<file path="config.mk">
export PLATFORM = sky130hd
export DESIGN_NAME = seq_detector_prog
export DESIGN_NICKNAME = d
export VERILOG_FILES = /design/src/rtl/seq_det_pkg.sv /design/src/rtl/seq_detector_prog_sat_counter.sv /design/src/rtl/seq_detector_prog.sv
export SDC_FILE = /design/constraint.sdc
export NUM_CORES = 1
export LEC_CHECK = 0
export ABC_AREA = 0
export ABC_CLOCK_PERIOD_IN_PS = 6500
export CORE_MARGIN = 2
export CORE_UTILIZATION = 56
export DETAILED_ROUTE_END_ITERATION = 8
export PLACE_DENSITY = 0.84
export SKIP_LAST_GASP = 1
export SYNTH_ARGS = -nofsm -noshare
export SYNTH_HDL_FRONTEND = slang
export SYNTH_SLANG_ARGS = --single-unit
</file>
<file path="constraint.sdc">
create_clock -name clk -period 6.5 [get_ports clk]
set_input_delay 0.65 -clock clk [delete_from_list [all_inputs] [get_ports clk]]
set_output_delay 0.65 -clock clk [all_outputs]
set_load 0.01 [all_outputs]
</file>
<file path="src/rtl/seq_det_pkg.sv">
// Shared types and constants for the programmable serial pattern detector.
package seq_det_pkg;

   localparam int unsigned DEF_MAX_LEN = 8;
   localparam int unsigned DEF_CNT_W   = 8;

   typedef enum logic [0:0] {
      IDLE = 1'b0,
      RUN  = 1'b1
   } state_e;

   // Width needed to hold a length value in 0..max_len.
   function automatic int unsigned len_w(input int unsigned max_len);
      return $clog2(max_len + 1);
   endfunction

endpackage

</file>
<file path="src/rtl/seq_detector_prog_sat_counter.sv">
// Saturating up-counter with synchronous clear; holds at all-ones.
module sat_counter #(
   parameter int unsigned W = 8
) (
   input  logic         clk,
   input  logic         rst,
   input  logic         inc_i,
   input  logic         clr_i,
   output logic [W-1:0] cnt_o
);

   logic [W-1:0] cnt_q, cnt_d;

   always_comb begin
      cnt_d = cnt_q;
      if (clr_i)
         cnt_d = '0;
      else if (inc_i && (cnt_q != {W{1'b1}}))
         cnt_d = cnt_q + W'(1);
   end

   always_ff @(posedge clk or posedge rst) begin
      if (rst) cnt_q <= '0;
      else     cnt_q <= cnt_d;
   end

   assign cnt_o = cnt_q;

endmodule

</file>
<file path="src/rtl/seq_detector_prog.sv">
// Runtime-programmable Moore serial pattern detector with registered detect pulse.
// Define SEQ_DET_MATCH_CNT_EN to build the saturating match counter; otherwise match_cnt is 0.
module seq_detector_prog
   import seq_det_pkg::*;
#(
   parameter int unsigned MAX_LEN = DEF_MAX_LEN,
   parameter int unsigned CNT_W   = DEF_CNT_W
) (
   input  logic                      clk,
   input  logic                      rst,
   input  logic                      cfg_load,
   input  logic [MAX_LEN-1:0]        cfg_pattern,
   input  logic [len_w(MAX_LEN)-1:0] cfg_len,
   input  logic                      cfg_overlap,
   input  logic                      in_valid,
   input  logic                      in_bit,
   output logic                      out,
   output logic [CNT_W-1:0]          match_cnt,
   output logic                      cfg_err,
   output logic                      armed
);

   localparam int unsigned LEN_W = len_w(MAX_LEN);

   state_e             state_q, state_d;
   logic [MAX_LEN-1:0] hist_q, hist_d;
   logic [LEN_W-1:0]   fill_q, fill_d;
   logic [MAX_LEN-1:0] pat_q, pat_d;
   logic [LEN_W-1:0]   len_q, len_d;
   logic               ovl_q, ovl_d;
   logic               err_q, err_d;
   logic               out_q, out_d;

   logic [MAX_LEN-1:0] hist_sh;
   logic [LEN_W-1:0]   fill_inc;
   logic [MAX_LEN-1:0] mask;
   logic               len_ok;

   // For len == MAX_LEN the shift wraps to zero, so the subtraction yields all ones.
   assign mask     = (MAX_LEN'(1) << len_q) - MAX_LEN'(1);
   assign hist_sh  = {hist_q[MAX_LEN-2:0], in_bit};
   assign fill_inc = (fill_q == LEN_W'(MAX_LEN)) ? fill_q : fill_q + LEN_W'(1);
   assign len_ok   = (cfg_len != '0) && (cfg_len <= LEN_W'(MAX_LEN));

   always_comb begin
      state_d = state_q;
      hist_d  = hist_q;
      fill_d  = fill_q;
      pat_d   = pat_q;
      len_d   = len_q;
      ovl_d   = ovl_q;
      err_d   = err_q;
      out_d   = 1'b0;
      if (cfg_load) begin
         // A load always takes priority; any bit offered alongside it is dropped.
         if (len_ok) begin
            pat_d   = cfg_pattern;
            len_d   = cfg_len;
            ovl_d   = cfg_overlap;
            hist_d  = '0;
            fill_d  = '0;
            err_d   = 1'b0;
            state_d = RUN;
         end else begin
            err_d   = 1'b1;
            state_d = IDLE;
         end
      end else if ((state_q == RUN) && in_valid) begin
         hist_d = hist_sh;
         out_d  = (((hist_sh ^ pat_q) & mask) == '0) && (fill_inc >= len_q);
         fill_d = (out_d && !ovl_q) ? '0 : fill_inc;
      end
   end

   always_ff @(posedge clk or posedge rst) begin
      if (rst) begin
         state_q <= IDLE;
         hist_q  <= '0;
         fill_q  <= '0;
         pat_q   <= '0;
         len_q   <= '0;
         ovl_q   <= 1'b0;
         err_q   <= 1'b0;
         out_q   <= 1'b0;
      end else begin
         state_q <= state_d;
         hist_q  <= hist_d;
         fill_q  <= fill_d;
         pat_q   <= pat_d;
         len_q   <= len_d;
         ovl_q   <= ovl_d;
         err_q   <= err_d;
         out_q   <= out_d;
      end
   end

`ifdef SEQ_DET_MATCH_CNT_EN
   sat_counter #(.W(CNT_W)) u_match_cnt (
      .clk   (clk),
      .rst   (rst),
      .inc_i (out_d),
      .clr_i (1'b0),
      .cnt_o (match_cnt)
   );
`else
   assign match_cnt = '0;
`endif

   assign out     = out_q;
   assign cfg_err = err_q;
   assign armed   = (state_q == RUN);

endmodule

</file>
## Word level (Yosys, flattened, before mapping)

Cells that the tools add are included.

- Flip-flop bits (word level): 27
- Word-level logic and storage cells: 39
- Output and inout bits: 11

- Shift operators: 1
- $add $sub $neg: 2
- Muxes and demuxes: 12
- $lt $le $gt $ge: 2
- Equality and inequality tests: 2
- Bitwise gates (word level): 2
- Reduce and logical (&&, ||, !) cells: 10

Operators with widths:

| cell | number |
|---|---|
| 7-bit 2-to-1 mux | 3 |
| 4-bit 2-to-1 mux | 5 |
| 8-bit AND | 1 |
| 8-bit zero test | 1 |
| 1-bit by 4-bit << shifter with 8-bit output, first input constant | 1 |
| 8-bit by 2-bit subtractor with 8-bit output, second input constant | 1 |
| 8-bit bitwise XOR | 1 |
| 4-bit by 1-bit adder with 4-bit output, second input constant | 1 |
| 4-bit == test, second input constant | 1 |
| 4-bit greater-or-equal comparator | 1 |
| 4-bit <= comparator, second input constant | 1 |
| 1-bit logical AND | 4 |
| 1-bit 2-to-1 mux | 4 |
| 2-bit AND reduction | 2 |
| 4-bit nonzero test | 1 |
| 2-bit by 1-bit != test with 1-bit output, second input constant | 1 |
| 2-bit nonzero test | 1 |
| 1-bit zero test | 1 |

## Depth between registers and ports, before layout

Gate-level depths: netlist of the first run.

- Word-level depth: 9
- Gate-level depth with buffers: 10

## Least setup slack after synthesis of the first run

OpenSTA, ideal clock, no wires.

- Kind: flip-flop to flip-flop
- From: register len_q[1]
- To: register fill_q[0]
- Slack: 4.212 ns
- Setup time: 0.140 ns
- Period minus slack after synthesis: 2.288 ns
- Arrival time: 2.148 ns
- Cell stages (with the launch flop): 8
- Cells stage by stage: dfrtp_1 -> or4_4 -> ha_1 -> and3_1 -> a211oi_1 -> o221ai_1 -> a2111oi_4 -> a31oi_1

- Longest elaborated chain between the ends: 9

RTL lines:

| what | line | RTL |
|---|---|---|
| start: declaration | seq_detector_prog.sv:29 | `logic [LEN_W-1:0] len_q, len_d;` |
| start signal: assignment | seq_detector_prog.sv:90 | `len_q <= len_d;` |
| 1-bit by 4-bit << shifter with 8-bit output | seq_detector_prog.sv:40 | `assign mask = (MAX_LEN'(1) << len_q) - MAX_LEN'(1);` |
| 8-bit by 2-bit subtractor with 8-bit output | seq_detector_prog.sv:40 |  |
| 8-bit AND | seq_detector_prog.sv:70 | `out_d = (((hist_sh ^ pat_q) & mask) == '0) && (fill_inc >= len_q);` |
| 8-bit zero test | seq_detector_prog.sv:70 |  |
| 1-bit logical AND * | seq_detector_prog.sv:70 |  |
| 1-bit logical AND * | seq_detector_prog.sv:71 | `fill_d = (out_d && !ovl_q) ? '0 : fill_inc;` |
| 4-bit 2-to-1 mux * | seq_detector_prog.sv:71 |  |
| 4-bit 2-to-1 mux * | seq_detector_prog.sv:68 | `end else if ((state_q == RUN) && in_valid) begin` |
| 4-bit 2-to-1 mux * | seq_detector_prog.sv:54 | `if (cfg_load) begin` |
| end signal: assignment | seq_detector_prog.sv:88 | `fill_q <= fill_d;` |
| end: declaration | seq_detector_prog.sv:27 | `logic [LEN_W-1:0] fill_q, fill_d;` |

Mark *: on every way between the ends. The rest lies on a longest branch, timed or not. The select of a mux whose other input is x is not followed.
A chain may end at the register's enable or synchronous reset.

## Final worst setup path of the first run

- From: register len_q[3]
- To: register fill_q[1]

Same word-level chain as after synthesis.

==> results of run 1 <==
[Yosys cell counts]
library cell	number
a21o_1	1
ha_1	7
buf_2	1
a2bb2oi_1	1
clkbuf_1	7
a21oi_1	6
a2111oi_4	1
nor4_1	2
conb_1	1
nand2b_1	4
a211oi_1	1
and2_1	2
nand3b_1	3
nor2_1	6
a22oi_1	1
nand3_1	4
xnor2_1	6
a31oi_1	6
o21a_1	1
o21ai_0	12
nand3_2	1
a211o_1	1
o211ai_1	1
o21bai_1	1
and2_2	1
nor3b_1	1
or4_4	1
xor2_1	6
nor4b_1	1
nor3_1	1
buf_4	8
a22oi_2	1
dfrtp_1	27
nand2_1	50
o221ai_1	1
o22a_1	1
inv_1	8
and3_1	1
[sequential cells by signal, summed over array words and instances, names as in the netlist]
signal   count
out          1
pat_q        8
hist_q       7
armed        1
fill_q       4
ovl_q        1
len_q        4
cfg_err      1
[worst max-delay path, cell delays in order, from the launching register on]
cell       delay [ns]
dfrtp_1          0.54
or4_4            0.60
ha_1             0.31
and3_1           0.18
a211oi_1         0.22
o221ai_1         0.20
a2111oi_4        0.37
a31oi_1          0.16
[worst paths after layout]
| kind | slack (ns) | cells past startpoint | start | to |
|---|---|---|---|---|
| worst max-delay path | 3.79 | 7 | len_q[3] | fill_q[1] |
| worst min-delay path | 0.52 | 2 | pat_q[2] | pat_q[2] |
| worst max register to register | 3.79 | 7 | len_q[3] | fill_q[1] |
| worst min register to register | 0.52 | 2 | pat_q[2] | pat_q[2] |
| max in group asynchronous | 5.05 | 2 | rst | hist_q[3] |
| min in group asynchronous | 0.82 | 2 | rst | out |
[metrics by stage]
stage	std cells	instance area, um2	hold WS [ns]	setup WS [ns]	util (%)
floorplan	192	1630	0.466	4.21	-
global placement	228	1780	0.480	3.91	65.2
detailed placement	228	1780	0.492	3.81	65.2
CTS	232	1810	0.527	3.83	66.2
global route	232	1810	0.561	3.67	66.2
finish	232	1810	0.524	3.79	66.2
[where the power goes]
part           switching, W  internal (W)  leakage (nW)
Combinational     0.0000715     0.0000622         0.455
Sequential        0.0000213      0.000186         0.351
Clock             0.0000525     0.0000232        0.0177
Total              0.000145      0.000272         0.823
[cell usage in the layout (no fill, tap or decap), types with 2 or more instances in the layout]
cell,count
clkdlybuf4s50_1,20
nor4_1,2
o21ai_0,12
dfrtp_1,27
a21oi_1,6
nor2_1,6
nand3b_1,3
clkbuf_4,3
nand3_1,4
xor2_1,6
conb_1,8
nand2_1,50
nand2b_1,4
ha_1,7
xnor2_1,6
inv_1,8
and2_1,2
a31oi_1,6
[layer usage]
layer  vias to the layer above  global-route usage (%)  wire length [um]
met2                        43                    38.8              1670
met4                         0                    9.30                50
met5                         -                       0                 0
li1                        634                       -                 -
met1                       618                    29.2              1430
met3                         5                    2.27               129
[cell type report]
class / count / area share (%)
Clock buffer: 3 / 1.24
Clock inverter: 1 / 0.277
Inverter: 8 / 1.66
Multi-Input combinational cell: 141 / 45.9
Sequential cell: 27 / 37.3
Tap cell: 31 / 2.14
Timing Repair Buffer: 21 / 11.5
[cells by family (layout without fill, tap and decap cells)]
kind of cell | count (synthesis) | after routing | share of synthesized area [%]
other cells | 1 | 8 | 0.234
simple gates | 78 | 78 | 22.4
flops | 27 | 27 | 42.2
xor+xnor | 12 | 12 | 6.57
compound gates | 36 | 36 | 15.5
fa+ha+maj | 7 | 7 | 5.47
buf+inv | 24 | 33 | 7.58
==> out/qor.txt, run 1 <==
post-CTS resize count -> 0
post-synth top area share -> 42.2%
via/cell ratio -> 5.60
Die Y -> 57.5 um
TritonCTS buffer count -> 3
clk slew on worst S/H paths -> 0.15 ns
Sink Count -> 27
global route total overflow -> 0
share of cells above drive strength 1 -> 4.98%
pin count of the biggest net entering global routing -> 28
residual DRC count -> 0
H-Tree Depth -> 1
post-CTS setup repair buffer count -> 0
DR WL/cell -> 14.1 um
synth top area cells -> dfrtp_1 42%, nand2_1 12%, ha_1 5.5%
Max Buffers Root-to-Sink -> 2
multi-input logic area -> 830 um2
post-route ant nets -> 0
Syn-to-layout area delta -> 13.1%
fin nets -> 227
CTS tree -> built
RSZ-0062 raised after global routing -> false
clk_lat worst skew -> 0.34 ns
min-delay worst type -> flip-flop to flip-flop
gp weighted congestion -> 0.816
I/O pin count -> 29
ant diodes -> 0
f_max -> 370 MHz
max-cap violations -> 0
total track usage -> 22.6%
cell count after synthesis -> 185
Worst Tran Pin Value -> 1.01 ns
status -> complete, no violations
CTS hold repair buffers -> 0
initial antenna violation count -> 0
worst path arrival time -> 2.92 ns
#FFs+latches synth -> 27
Total Wirelength -> 3280 um
max_slew headroom -> 32.3%
Max FO, Critical Path -> 12
clk_skew -> 0.0109 ns
Fin Setup TNS -> 0 ns
Final setup viols -> 0
first-pass GRT wire length -> 5850 um
Filler Cells Inserted -> 236
Yosys top cell by area -> dfrtp_1
Period Utilization, post-route -> 41.6%
initial DRC count -> 77
Final Hold Violating Endpoints -> 0
crit path time final -> 2.71 ns
critical path class -> flip-flop to flip-flop
Avg Cell Area, Syn -> 8.65 um2
CP Capture Type -> flip-flop
drt pass-1 iters -> 5
Distinct cells, synth -> 38
max-slew violation count -> 0
full die area -> 3300 um2
vias in the first global route -> 1333
IO Port Bufs -> 20
Final Power -> 0.000417 W
Row Count -> 19
startpoint types -> flip-flop
core area -> 2730 um2
clock root buffer -> clkbuf_4
Initial Util -> 58.5%
via count -> 1300
sequential share of the synthesized area -> 42.2%
worst vdd ir -> 185 uV
Req. time, crit path -> 6.71 ns
Post-Synthesis Cell Area -> 1600 um2
Lkg Pwr -> 0.823 nW
Final HPWL DP -> 2440 um
power per cell area -> 230 nW/um2
die width -> 57.5 um
YS warnings -> 0
register area -> 676 um2
Note: power is estimated with default switching activity, not from simulation.
==> run 2, diff against run 1 <==
--- a/config.mk
+++ b/config.mk
@@ -6,11 +6,11 @@
 export NUM_CORES = 1
 export LEC_CHECK = 0
 export ABC_AREA = 0
-export ABC_CLOCK_PERIOD_IN_PS = 6500
+export ABC_CLOCK_PERIOD_IN_PS = 2670
 export CORE_MARGIN = 2
-export CORE_UTILIZATION = 56
+export CORE_UTILIZATION = 52
 export DETAILED_ROUTE_END_ITERATION = 8
-export PLACE_DENSITY = 0.84
+export PLACE_DENSITY = 0.79
 export SKIP_LAST_GASP = 1
 export SYNTH_ARGS = -nofsm -noshare
 export SYNTH_HDL_FRONTEND = slang
==> constraint.sdc (replaced) <==
create_clock -name clk -period 2.67 [get_ports clk]
set_input_delay 0.267 -clock clk [delete_from_list [all_inputs] [get_ports clk]]
set_output_delay 0.267 -clock clk [all_outputs]
set_load 0.01 [all_outputs]
==> run 2 against run 1 <==
  * Cell area grew 3.9%
  * Register-to-register slack lost 3.6 ns
  * Wire length shrank 1.4%
  * Die area grew 7.2%
  * Critical path depth is the same
  * Maximum frequency grew 8.0%
  * Critical path type unchanged
  * Largest cell class unchanged
==> out/qor.txt, run 2 (same netlist as run 1, synthesis figures left out) <==
CP Capture Type -> flip-flop (unchanged)
max reg flops -> 8 (unchanged)
max-cap violations -> 0 (unchanged)
Total Wirelength -> 3240 um (was 3280 um)
Final setup viols -> 0 (unchanged)
Lkg Pwr -> 0.856 nW (was 0.823 nW)
clk_skew -> 0.00485 ns (was 0.0109 ns)
Final Hold Violating Endpoints -> 0 (unchanged)
multi-input logic area -> 832 um2 (was 830 um2)
clock root buffer -> clkbuf_4 (unchanged)
Max FO, Critical Path -> 7 (was 12)
commonest non-fill, non-tap cell in the layout -> nand2_1 (unchanged)
max_slew headroom -> 61.8% (was 32.3%)
TritonCTS buffer count -> 3 (unchanged)
vias in the first global route -> 1302 (was 1333)
CTS hold repair buffers -> 0 (unchanged)
clk slew on worst S/H paths -> 0.14 ns (was 0.15 ns)
Final HPWL DP -> 2430 um (was 2440 um)
via count -> 1330 (was 1300)
I/O pin count -> 29 (unchanged)
power per cell area -> 547 nW/um2 (was 230 nW/um2)
met3 Usage GRT -> 2.84% (was 2.27%)
core area -> 2980 um2 (was 2730 um2)
max-slew violation count -> 0 (unchanged)
Row Count -> 20 (was 19)
fin nets -> 234 (was 227)
Max Buffers Root-to-Sink -> 2 (unchanged)
met1 Usage GRT -> 25.8% (was 29.2%)
global route total overflow -> 0 (unchanged)
initial antenna violation count -> 0 (unchanged)
Filler Cells Inserted -> 257 (was 236)
Final Util -> 63.2% (was 66.2%)
crit path max-delay cell type -> or4_4 (unchanged)
Syn-to-layout area delta -> 17.5% (was 13.1%)
critical path class -> flip-flop to flip-flop (unchanged)
startpoint types -> flip-flop (unchanged)
crit path time final -> 2.51 ns (was 2.71 ns)
Req. time, crit path -> 2.86 ns (was 6.71 ns)
total track usage -> 20.9% (was 22.6%)
largest registers -> pat_q (8), hist_q (7) (unchanged)
initial DRC count -> 47 (was 77)
min-delay worst type -> primary input to async pin (was flip-flop to flip-flop)
Worst Tran Pin Value -> 0.572 ns (was 1.01 ns)
commonest cells after routing, fill and taps aside -> 50 x nand2_1, 25 x dfrtp_1, 20 x clkdlybuf4s50_1, 12 x o21ai_0 (was 50 x nand2_1, 27 x dfrtp_1, 20 x clkdlybuf4s50_1, 12 x o21ai_0)
Period Utilization, post-route -> 93.8% (was 41.6%)
status -> complete, no violations (unchanged)
Fin Setup TNS -> 0 ns (unchanged)
Sink Count -> 27 (unchanged)
residual DRC count -> 0 (unchanged)
Most Crowded Layer GR -> met2 (unchanged)
IO Port Bufs -> 20 (unchanged)
Critical Path Source -> len_q[1] (was len_q[3])
share of cells above drive strength 1 -> 9.13% (was 4.98%)
post-route ant nets -> 0 (unchanged)
die width -> 59.5 um (was 57.5 um)
gp weighted congestion -> 0.962 (was 0.816)
full die area -> 3540 um2 (was 3300 um2)
register area -> 678 um2 (was 676 um2)
clk_lat worst skew -> 0.32 ns (was 0.34 ns)
worst vdd ir -> 439 uV (was 185 uV)
first-pass GRT wire length -> 5600 um (was 5850 um)
Initial Util -> 53.7% (was 58.5%)
cell chain of the critical path -> or4_4 -> ha_2 -> and3_1 -> a211oi_1 -> o221ai_1 -> a2111oi_4 -> a31oi_1 (was or4_4 -> ha_1 -> and3_1 -> a211oi_1 -> o221ai_1 -> a2111oi_4 -> a31oi_1)
f_max -> 399 MHz (was 370 MHz)
H-Tree Depth -> 1 (unchanged)
drt pass-1 iters -> 4 (was 5)
Die Y -> 59.5 um (was 57.5 um)
Worst R2R Start -> len_q[1] (was len_q[3])
worst path arrival time -> 2.70 ns (was 2.92 ns)
via/cell ratio -> 5.52 (was 5.60)
pin count of the biggest net entering global routing -> 28 (unchanged)
ant diodes -> 0 (unchanged)
CP max stage delay -> 0.53 ns (was 0.60 ns)
Biggest register -> pat_q (unchanged)
met2 global-route usage -> 35.5% (was 38.8%)
DR WL/cell -> 13.4 um (was 14.1 um)
CTS tree -> built (unchanged)
[run 2: cell type report]
| type | count | share of cell area (%) |
|---|---|---|
| Clock buffer | 4 | 1.40 |
| Timing Repair Buffer | 28 | 14.5 |
| Multi-Input combinational cell | 141 | 44.2 |
| Tap cell | 33 | 2.20 |
| Sequential cell | 27 | 36.1 |
| Inverter | 8 | 1.60 |
[run 2: timing repair]
item / 4_1_cts / 5_1_grt
gates resized for setup: 0 / 3
setup buffers: 0 / 3
setup endpoints to repair: 0 / 4
[run 2: path summary, 6_finish.rpt]
path                             end  slack (ns)  cells after the start
setup / recovery           fill_q[1]        0.16                      7
hold / removal             hist_q[3]        0.28                      3
setup reg to reg           fill_q[1]        0.16                      7
hold reg to reg             pat_q[1]        0.52                      2
max in group asynchronous   len_q[0]        2.12                      3
min in group clk            pat_q[6]        0.45                      3
[run 2: stage by stage]
step	total power (W)	instance area [um2]	hold slack (ns)	setup WS [ns]	instances
floorplan	0.000751	1630	0.320	0.382	192
global placement	0.000829	1830	0.480	0.283	234
detailed placement	0.000848	1830	0.488	0.178	234
CTS	0.00102	1850	0.286	0.154	238
global route	0.00110	1880	0.330	-0.00888	241
finish	0.00103	1880	0.283	0.165	241
[run 2: critical path, delay by kind of cell, from the launching register on]
family,cells,cell delay (ns)
compound gates,4,0.98
fa+ha+maj,1,0.24
flops,1,0.45
simple gates,2,0.69
[run 2: report_power, final]
part,leakage [nW],switching [W],total (W),internal (W)
Clock,0.0150,0.000115,0.000173,0.0000585
Combinational,0.493,0.000191,0.000362,0.000172
Sequential,0.348,0.0000394,0.000494,0.000454
Total,0.856,0.000345,0.00103,0.000685
[run 2: layer usage]
| metal | share of wire [%] | wire length (um) |
|---|---|---|
| met5 | 0 | 0 |
| met3 | 1.7 | 56 |
| met1 | 43 | 1390 |
| met4 | 3.9 | 127 |
| met2 | 51 | 1660 |
